### src/rtl/silly_sweep_ctrl.sv
`default_nettype none
// +--------------------------------------------------------------------------+
// | silly_sweep_ctrl: exhaustive + LFSR vector sweep checker for a 3-in block |
// | Rev 1.0                                                                  |
// +--------------------------------------------------------------------------+
module silly_sweep_ctrl #(
  parameter logic [7:0] EXPECTED = 8'hE8,
  parameter int         SETTLE   = 1,
  parameter int         N_RAND   = 3,
  parameter logic [7:0] SEED     = 8'h5A,
  localparam int        TOTAL    = 8 + N_RAND,
  localparam int        CW       = $clog2(TOTAL + 1),
  localparam int        IW       = $clog2(TOTAL)
) (
  input  logic          clk,
  input  logic          reset_b,
  input  logic          start,
  output logic          a,
  output logic          b,
  output logic          c,
  input  logic          y,
  output logic          busy,
  output logic          done,
  output logic          pass,
  output logic [CW-1:0] err_count,
  output logic [IW-1:0] first_fail_idx
);

  localparam int         SW       = (SETTLE > 1) ? $clog2(SETTLE) : 1;
  localparam logic [7:0] SEED_EFF = (SEED == 8'h00) ? 8'h01 : SEED;

  typedef enum logic [1:0] {
    S_IDLE   = 2'd0,
    S_HOLD   = 2'd1,
    S_SAMPLE = 2'd2,
    S_DONE   = 2'd3
  } state_t;

  state_t          state;
  logic [IW-1:0]   idx;
  logic [SW-1:0]   settle_cnt;
  logic [7:0]      lfsr;

  logic            mismatch;
  logic [CW-1:0]   err_next;
  logic            last_vec;
  logic [7:0]      lfsr_next;
  logic [2:0]      next_vec;

  always_comb begin
    mismatch  = (y != EXPECTED[{a, b, c}]);
    err_next  = err_count;
    if (mismatch && (err_count != {CW{1'b1}}))
      err_next = err_count + CW'(1);
    last_vec  = (idx == IW'(TOTAL - 1));
    lfsr_next = {lfsr[6:0], lfsr[7] ^ lfsr[5] ^ lfsr[4] ^ lfsr[3]};
    // idx 0..6 step through the binary sweep; from idx 7 on the LFSR feeds vectors
    next_vec  = (idx < IW'(7)) ? (idx[2:0] + 3'd1) : lfsr[2:0];
  end

  always_ff @(posedge clk or negedge reset_b) begin
    if (!reset_b) begin
      state          <= S_IDLE;
      idx            <= '0;
      settle_cnt     <= '0;
      lfsr           <= SEED_EFF;
      {a, b, c}      <= 3'b000;
      busy           <= 1'b0;
      done           <= 1'b0;
      pass           <= 1'b0;
      err_count      <= '0;
      first_fail_idx <= '0;
    end else begin
      case (state)
        S_IDLE, S_DONE: begin
          if (start) begin
            idx            <= '0;
            settle_cnt     <= '0;
            lfsr           <= SEED_EFF;
            {a, b, c}      <= 3'b000;
            busy           <= 1'b1;
            done           <= 1'b0;
            pass           <= 1'b0;
            err_count      <= '0;
            first_fail_idx <= '0;
            state          <= S_HOLD;
          end
        end
        S_HOLD: begin
          if (settle_cnt == SW'(SETTLE - 1)) begin
            settle_cnt <= '0;
            state      <= S_SAMPLE;
          end else begin
            settle_cnt <= settle_cnt + SW'(1);
          end
        end
        S_SAMPLE: begin
          err_count <= err_next;
          if (mismatch && (err_count == '0))
            first_fail_idx <= idx;
          if (last_vec) begin
            busy  <= 1'b0;
            done  <= 1'b1;
            pass  <= (err_next == '0);
            state <= S_DONE;
          end else begin
            idx       <= idx + IW'(1);
            {a, b, c} <= next_vec;
            if (idx >= IW'(7))
              lfsr <= lfsr_next;
            state <= S_HOLD;
          end
        end
        default: state <= S_IDLE;
      endcase
    end
  end

endmodule
`default_nettype wire

### config.mk
export PLATFORM = sky130hd
export DESIGN_NAME = silly_sweep_ctrl
export DESIGN_NICKNAME = d
export VERILOG_FILES = /design/src/rtl/silly_sweep_ctrl.sv
export SDC_FILE = /design/constraint.sdc
export NUM_CORES = 1
export LEC_CHECK = 0
export CAP_MARGIN = 20
export CORE_ASPECT_RATIO = 0.6
export CORE_UTILIZATION = 45
export CTS_CLUSTER_DIAMETER = 150
export CTS_CLUSTER_SIZE = 8
export DETAILED_ROUTE_END_ITERATION = 10
export GPL_TIMING_DRIVEN = 1
export PLACE_DENSITY = 0.67
export REMOVE_ABC_BUFFERS = 1
export SLEW_MARGIN = 10
export SYNTH_ARGS = -nofsm -noshare
export SYNTH_HDL_FRONTEND = slang
export SYNTH_SLANG_ARGS = --single-unit
### constraint.sdc
create_clock -name clk -period 5.99 [get_ports clk]
set_input_delay 1.198 -clock clk [delete_from_list [all_inputs] [get_ports clk]]
set_output_delay 1.198 -clock clk [all_outputs]
set_load 0.1 [all_outputs]
==> metrics.md, run 1 <==
| Metric | Value |
|---|---|
| Main synth FF type | `dfrtp_1` |
| RSZ-0062 raised after global routing | `false` |
| Vias per Instance | `5.61` |
| Area Overhead vs Synth | `18.8%` |
| CP delay by family, top | `buffers and inverters` |
| Register area share after synthesis | `48.4%` |
| R2r setup slk | `3880 ps` |
| Max VDD drop | `0.255 mV` |
| LEAKAGE | `0.744 nW` |
| Post-synthesis cell area | `1460 sq um` |
| Required @ worst endpoint | `4790 ps` |
| Avg Cell Area, Syn | `10.1 sq um` |
| Die Y | `46.1 um` |
| Status | `finished, final reports clean` |
| Slew @ Worst Pin | `972 ps` |
| Worst Hold End | `lfsr[0]` |
| Num rows | `15` |
| Sink Count | `28` |
| H-tree Lvls | `1` |
| Antenna cell count | `0` |
| Crit path time final | `3150 ps` |
| Buf+Inv Stages, Crit Path | `1` |
| Final setup skew | `6.13 ps` |
| Setup bufs post-CTS | `0` |
| Data arrival, critical path | `1950 ps` |
| Drt pass-1 iters | `5` |
| DP HPWL | `2230 um` |
| Yosys warnings | `0` |
| Synth Area in Simple Gates | `17.2%` |
| Synth unique cells | `40` |
| Largest family of logic cells by synthesized area | `compound AO/OA/AOI/OAI gates` |
| Post-CTS sizing | `0` |
| CP startpoint kind | `flip-flop` |
| Final total power | `0.000638 W` |
| CTS tree | `done` |
| Final hold vios | `0` |
| # DRC | `0` |
| Placement Cell Area | `1680 sq um` |
| Initial Util | `49.2%` |
| Hold Crit Class | `reg2reg` |
| Hold path start | `lfsr[0]` |
| Die area | `3480 sq um` |
| Mux contribution to synthesized area | `1.46%` |
| Max-cap violations | `0` |
| CORE AREA | `2970 sq um` |
| CTS buffer count | `3` |
| Hold_buf cts | `0` |
| First-pass GRT wire length | `4930 um` |
| Crit path kind | `reg2out` |
| Clock Latency Late Sink | `270 ps` |
| DIE WIDTH | `75.5 um` |
| CP Max Fanout | `8` |
| Syn Inst Count | `145` |
| DR WL/cell | `14.8 um` |
| Initial drt markers | `97` |
| IO Pins | `18` |
| Fill cells | `268` |
| Final setup violation count | `0` |
| FF-to-FF Start | `state[0]` |
| Final Cell Area | `1730 sq um` |
| XOR/XNOR share of the synthesized area | `3.69%` |
| CP peak stage delay | `1180 ps` |
| Synth Area in Compound Gates | `20.3%` |
| NumNets Final | `175` |
| Max Freq | `318 MHz` |
| PortBufs | `17` |
| FFs w/ async S/R, synth | `100%` |
| Maximum root-to-sink buffer count | `2` |
| EDFF count, synth | `0` |
| Pin count of the biggest net entering global routing | `18` |
| Initial antenna violation count | `0` |
| TNS Setup | `0 ps` |
| Fraction of layout cells with a size suffix above 1 | `9.15%` |
| Worst R2R End | `lfsr[2]` |
| Total Routed Length | `3050 um` |
| FF+latch count, synth | `28` |
| Tcrit/Tclk final | `52.5%` |
| Reg2reg path depth | `7` |
| Clock transition at path regs | `100 ps` |
| Via count | `1155` |
| Synth Area in Adders | `6.09%` |
| Hold Path Stages | `2` |
| PwrDens | `368 nW/um^2` |
| Number of global-route vias before repair | `981` |
| Crit. End Element | `output pin` |
| Routed Antenna Nets | `0` |
| Slowest cell on the critical path | `clkdlybuf4s50_1` |
| GPL Wtd Cong | `0.850` |
| CP cell instances | `clkdlybuf4s50_1` |
| Clock root cell | `clkbuf_8` |
| Max Slew Vio Count | `0` |
| Worst relative slew slack | `35.0%` |
| Total gr overflow | `0` |
| GRT Util Overall | `20.0%` |
## cells by family after synthesis
group,count (synthesis)
buf+inv,11
fa+ha+maj,7
xor+xnor,4
mux,2
simple gates,50
compound gates,43
flops,28
## worst max path at each step
stage	from	to	cells after the start	slack (ps)
floorplan	a	first_fail_idx[1]	5	3510
global route	err_count[2]	err_count[2]	1	2790
detailed placement	y	first_fail_idx[3]	5	2970
finish	err_count[2]	err_count[2]	1	2840
global placement	y	first_fail_idx[0]	5	3000
CTS	err_count[2]	err_count[2]	1	2830
## stage by stage
step           utilization (%)  worst slack (ps)  cells  hold WS (ps)
2_1_floorplan                -              3510    142           462
3_3_place_gp              56.5              3000    202           506
3_5_place_dp              56.5              2970    202           494
4_1_cts                   58.4              2830    206           527
5_1_grt                   58.4              2790    206           546
6_report                  58.4              2840    206           525
## state kept, by name (all words and copies together), names as in the netlist
| register | flops |
|---|---|
| done | 1 |
| idx | 4 |
| c | 1 |
| err_count | 4 |
| lfsr | 8 |
| state | 2 |
| b | 1 |
| busy | 1 |
| a | 1 |
| first_fail_idx | 4 |
| pass | 1 |
## worst reg2reg max path, cell delays in order, from the launching register on
cell     delay, ps
dfrtp_1        410
inv_1           60
ha_1           470
mux2_2         310
nand2_1        190
a21oi_1        400
nand3_1        130
nand2_1        100
## cells in the mapped netlist, types with 4 or more instances
cell type	n	area [sq um]
o21ai_0	11	55.1
dfrtp_1	24	601
dfstp_2	4	105
a21oi_1	7	35.0
o22a_1	4	35.0
nand2_1	14	52.6
nor2_1	11	41.3
and3_1	5	31.3
ha_1	6	75.1
nand3_1	7	35.0
inv_1	8	30.0
a221o_1	4	40.0
## placed cells by master, fill, tap and decap left out, drive strengths merged, types with 5 or more instances in the layout
master and n:
dfrtp 24, clkdlybuf4s50 17, nand2 14, o21ai 12, nor2 11, inv 8
a21oi 7, nand3 7, ha 6, and3 5
## power breakdown
group          switching (W)  internal (W)
combinational       0.000202     0.0000802
sequential         0.0000253      0.000214
clock              0.0000575     0.0000588
## cell type report
cell class | count | area (sq um) | area share, %
multi-input cells | 106 | 711 | 41.0
flip-flops and latches | 28 | 706 | 40.8
repair buffers | 18 | 178 | 10.3
clock buffers | 4 | 55.1 | 3.18
well taps | 42 | 52.6 | 3.03
inverters | 8 | 30.0 | 1.73
## routing by layer
metal | GRT usage, % | up-vias | routed length, um
met5 | 0 | - | 0
met4 | 3.70 | 0 | 8
met3 | 5.25 | 2 | 156
met2 | 27.0 | 34 | 1190
met1 | 31.8 | 544 | 1690
li1 | - | 575 | -
(Power assumes the default switching activity.)
==> run 2: changes to the inputs <==
==> constraint.sdc (replaced) <==
create_clock -name clk -period 2.95 [get_ports clk]
set_input_delay 0.59 -clock clk [delete_from_list [all_inputs] [get_ports clk]]
set_output_delay 0.59 -clock clk [all_outputs]
set_load 0.1 [all_outputs]
==> run 2 against run 1 <==
Net effect:
- design area down 1.1%
- sequential cell count unchanged
- sequential power up 100%
- first-iteration DRC count down 48%
- critical path type is now in2reg
- count of clock-buffer cells in the layout down 1
==> metrics.md, run 2 (synthesis gave the netlist of run 1 again) <==
| Metric | Value |
|---|---|
| Total gr overflow | `0` |
| CTS buffer count | `3` |
| Switching Share | `43.0%` |
| Final setup skew | `10.8 ps` |
| DR WL/cell | `14.9 um` |
| Max-cap violations | `0` |
| Clock Latency Late Sink | `280 ps` |
| Largest register FFs | `8` |
| Post-CTS sizing | `0` |
| First-pass GRT wire length | `5040 um` |
| DP HPWL | `2280 um` |
| Most frequent cells in the layout | `dfrtp_1, buf_4, nand2_1` |
| Antenna cell count | `0` |
| Sink Count | `28` |
| IO Pins | `18` |
| Fraction of layout cells with a size suffix above 1 | `17.7%` |
| PwrDens | `791 nW/um^2` |
| Clock transition at path regs | `100 ps` |
| Psw | `0.000582 W` |
| GRT Util Overall | `20.5%` |
| Clock root cell | `clkbuf_8` |
| NumNets Final | `175` |
| Die Y | `46.1 um` |
| CTS tree | `done` |
| GPL Wtd Cong | `0.898` |
| Top reg by flops | `lfsr` |
| CP startpoint kind | `input pin` |
| Crit. End Element | `flip-flop` |
| RSZ-0062 raised after global routing | `false` |
| Hold Crit Class | `reg2reg` |
| Crit path time final | `2130 ps` |
| Vias per Instance | `5.82` |
| Total Routed Length | `3060 um` |
| Max VDD drop | `0.419 mV` |
| H-tree Lvls | `1` |
| Initial Util | `49.2%` |
| Final hold vios | `0` |
| PortBufs | `17` |
| Final setup violation count | `0` |
| # DRC | `0` |
| Max Slew Vio Count | `0` |
| Routed Antenna Nets | `0` |
| Status | `finished, final reports clean` |
| Num rows | `15` |
| CP Max Fanout | `8` |
| Area Overhead vs Synth | `17.5%` |
| Via count | `1199` |
| Final Cell Area | `1710 sq um` |
| Most common cell after layout, fill and taps aside | `dfrtp_1` |
| DIE WIDTH | `75.5 um` |
| Util after Layout | `57.8%` |
| Required @ worst endpoint | `3120 ps` |
| Die area | `3480 sq um` |
| P_int | `0.000772 W` |
| Crit path kind | `in2reg` |
| Placement Cell Area | `1640 sq um` |
| Hold_buf cts | `0` |
| Max Freq | `470 MHz` |
| Comb pwr share | `41.9%` |
| LEAKAGE | `0.776 nW` |
| Initial antenna violation count | `0` |
| Sequential share of power | `35.9%` |
| Tcrit/Tclk final | `72.1%` |
| Setup bufs post-CTS | `0` |
| Pin count of the biggest net entering global routing | `29` |
| Initial drt markers | `50` |
| Drt pass-1 iters | `4` |
| Slew @ Worst Pin | `658 ps` |
| TNS Setup | `0 ps` |
| Number of global-route vias before repair | `1002` |
| Worst relative slew slack | `55.8%` |
| Maximum root-to-sink buffer count | `2` |
| Clock network fraction of total power | `22.2%` |
| Data arrival, critical path | `2300 ps` |
| CORE AREA | `2970 sq um` |
## run 2: cell types whose count changed in the layout (fill, tap and decap cells not counted)
cell	change
clkdlybuf4s50_1	-14
bufinv_16	+1
clkbuf_8	-1
buf_4	+14
## run 2: power by group through the flow
stage	clock network, W	registers [W]	logic (W)
2_1_floorplan	0	0.000606	0.000304
3_3_place_gp	0	0.000491	0.000554
3_5_place_dp	0	0.000494	0.000562
4_1_cts	0.000308	0.000486	0.000566
5_1_grt	0.000324	0.000495	0.000621
6_report	0.000301	0.000487	0.000567
## run 2: final cells by class
type                       count  area [sq um]
clock inverter                 1          30.0
tap                           42          52.6
inverter                       8          30.0
multi-input combinational    106           711
sequential                    28           706
fill                         296          1250
timing repair buffer          18           143
clock buffer                   3          41.3
## run 2: per-layer routing
metal	track usage, %	up-vias	part of all wire (%)
met3	4.60	4	4.9
met1	31.8	589	54
met5	0	-	0
met4	7.78	0	1.3
met2	27.5	36	40
li1	-	570	-
## run 2: stage by stage
| step | cells | power, W | setup slack, ps | hold WS (ps) |
|---|---|---|---|---|
| 2_1_floorplan | 142 | 0.000910 | 472 | 294 |
| 3_3_place_gp | 202 | 0.00104 | 569 | 509 |
| 5_1_grt | 206 | 0.00144 | 635 | 566 |
| 4_1_cts | 206 | 0.00136 | 821 | 542 |
| 6_report | 206 | 0.00135 | 824 | 537 |
| 3_5_place_dp | 202 | 0.00106 | 527 | 518 |
## run 2: final timing paths
check / from / end / slack (ps) / cells past startpoint
max: y / first_fail_idx[3] / 820 / 5
min: lfsr[0] / lfsr[0] / 540 / 2
max reg2reg: state[0] / lfsr[2] / 860 / 7
min reg2reg: lfsr[0] / lfsr[0] / 540 / 2
max in group asynchronous: reset_b / lfsr[6] / 1950 / 2
min in group asynchronous: reset_b / lfsr[0] / 690 / 2
## run 2: critical path, cell delays in order
cell	delay, ps
clkdlybuf4s50_1	490
xnor2_4	230
or4b_4	530
and3_1	200
a221o_1	260
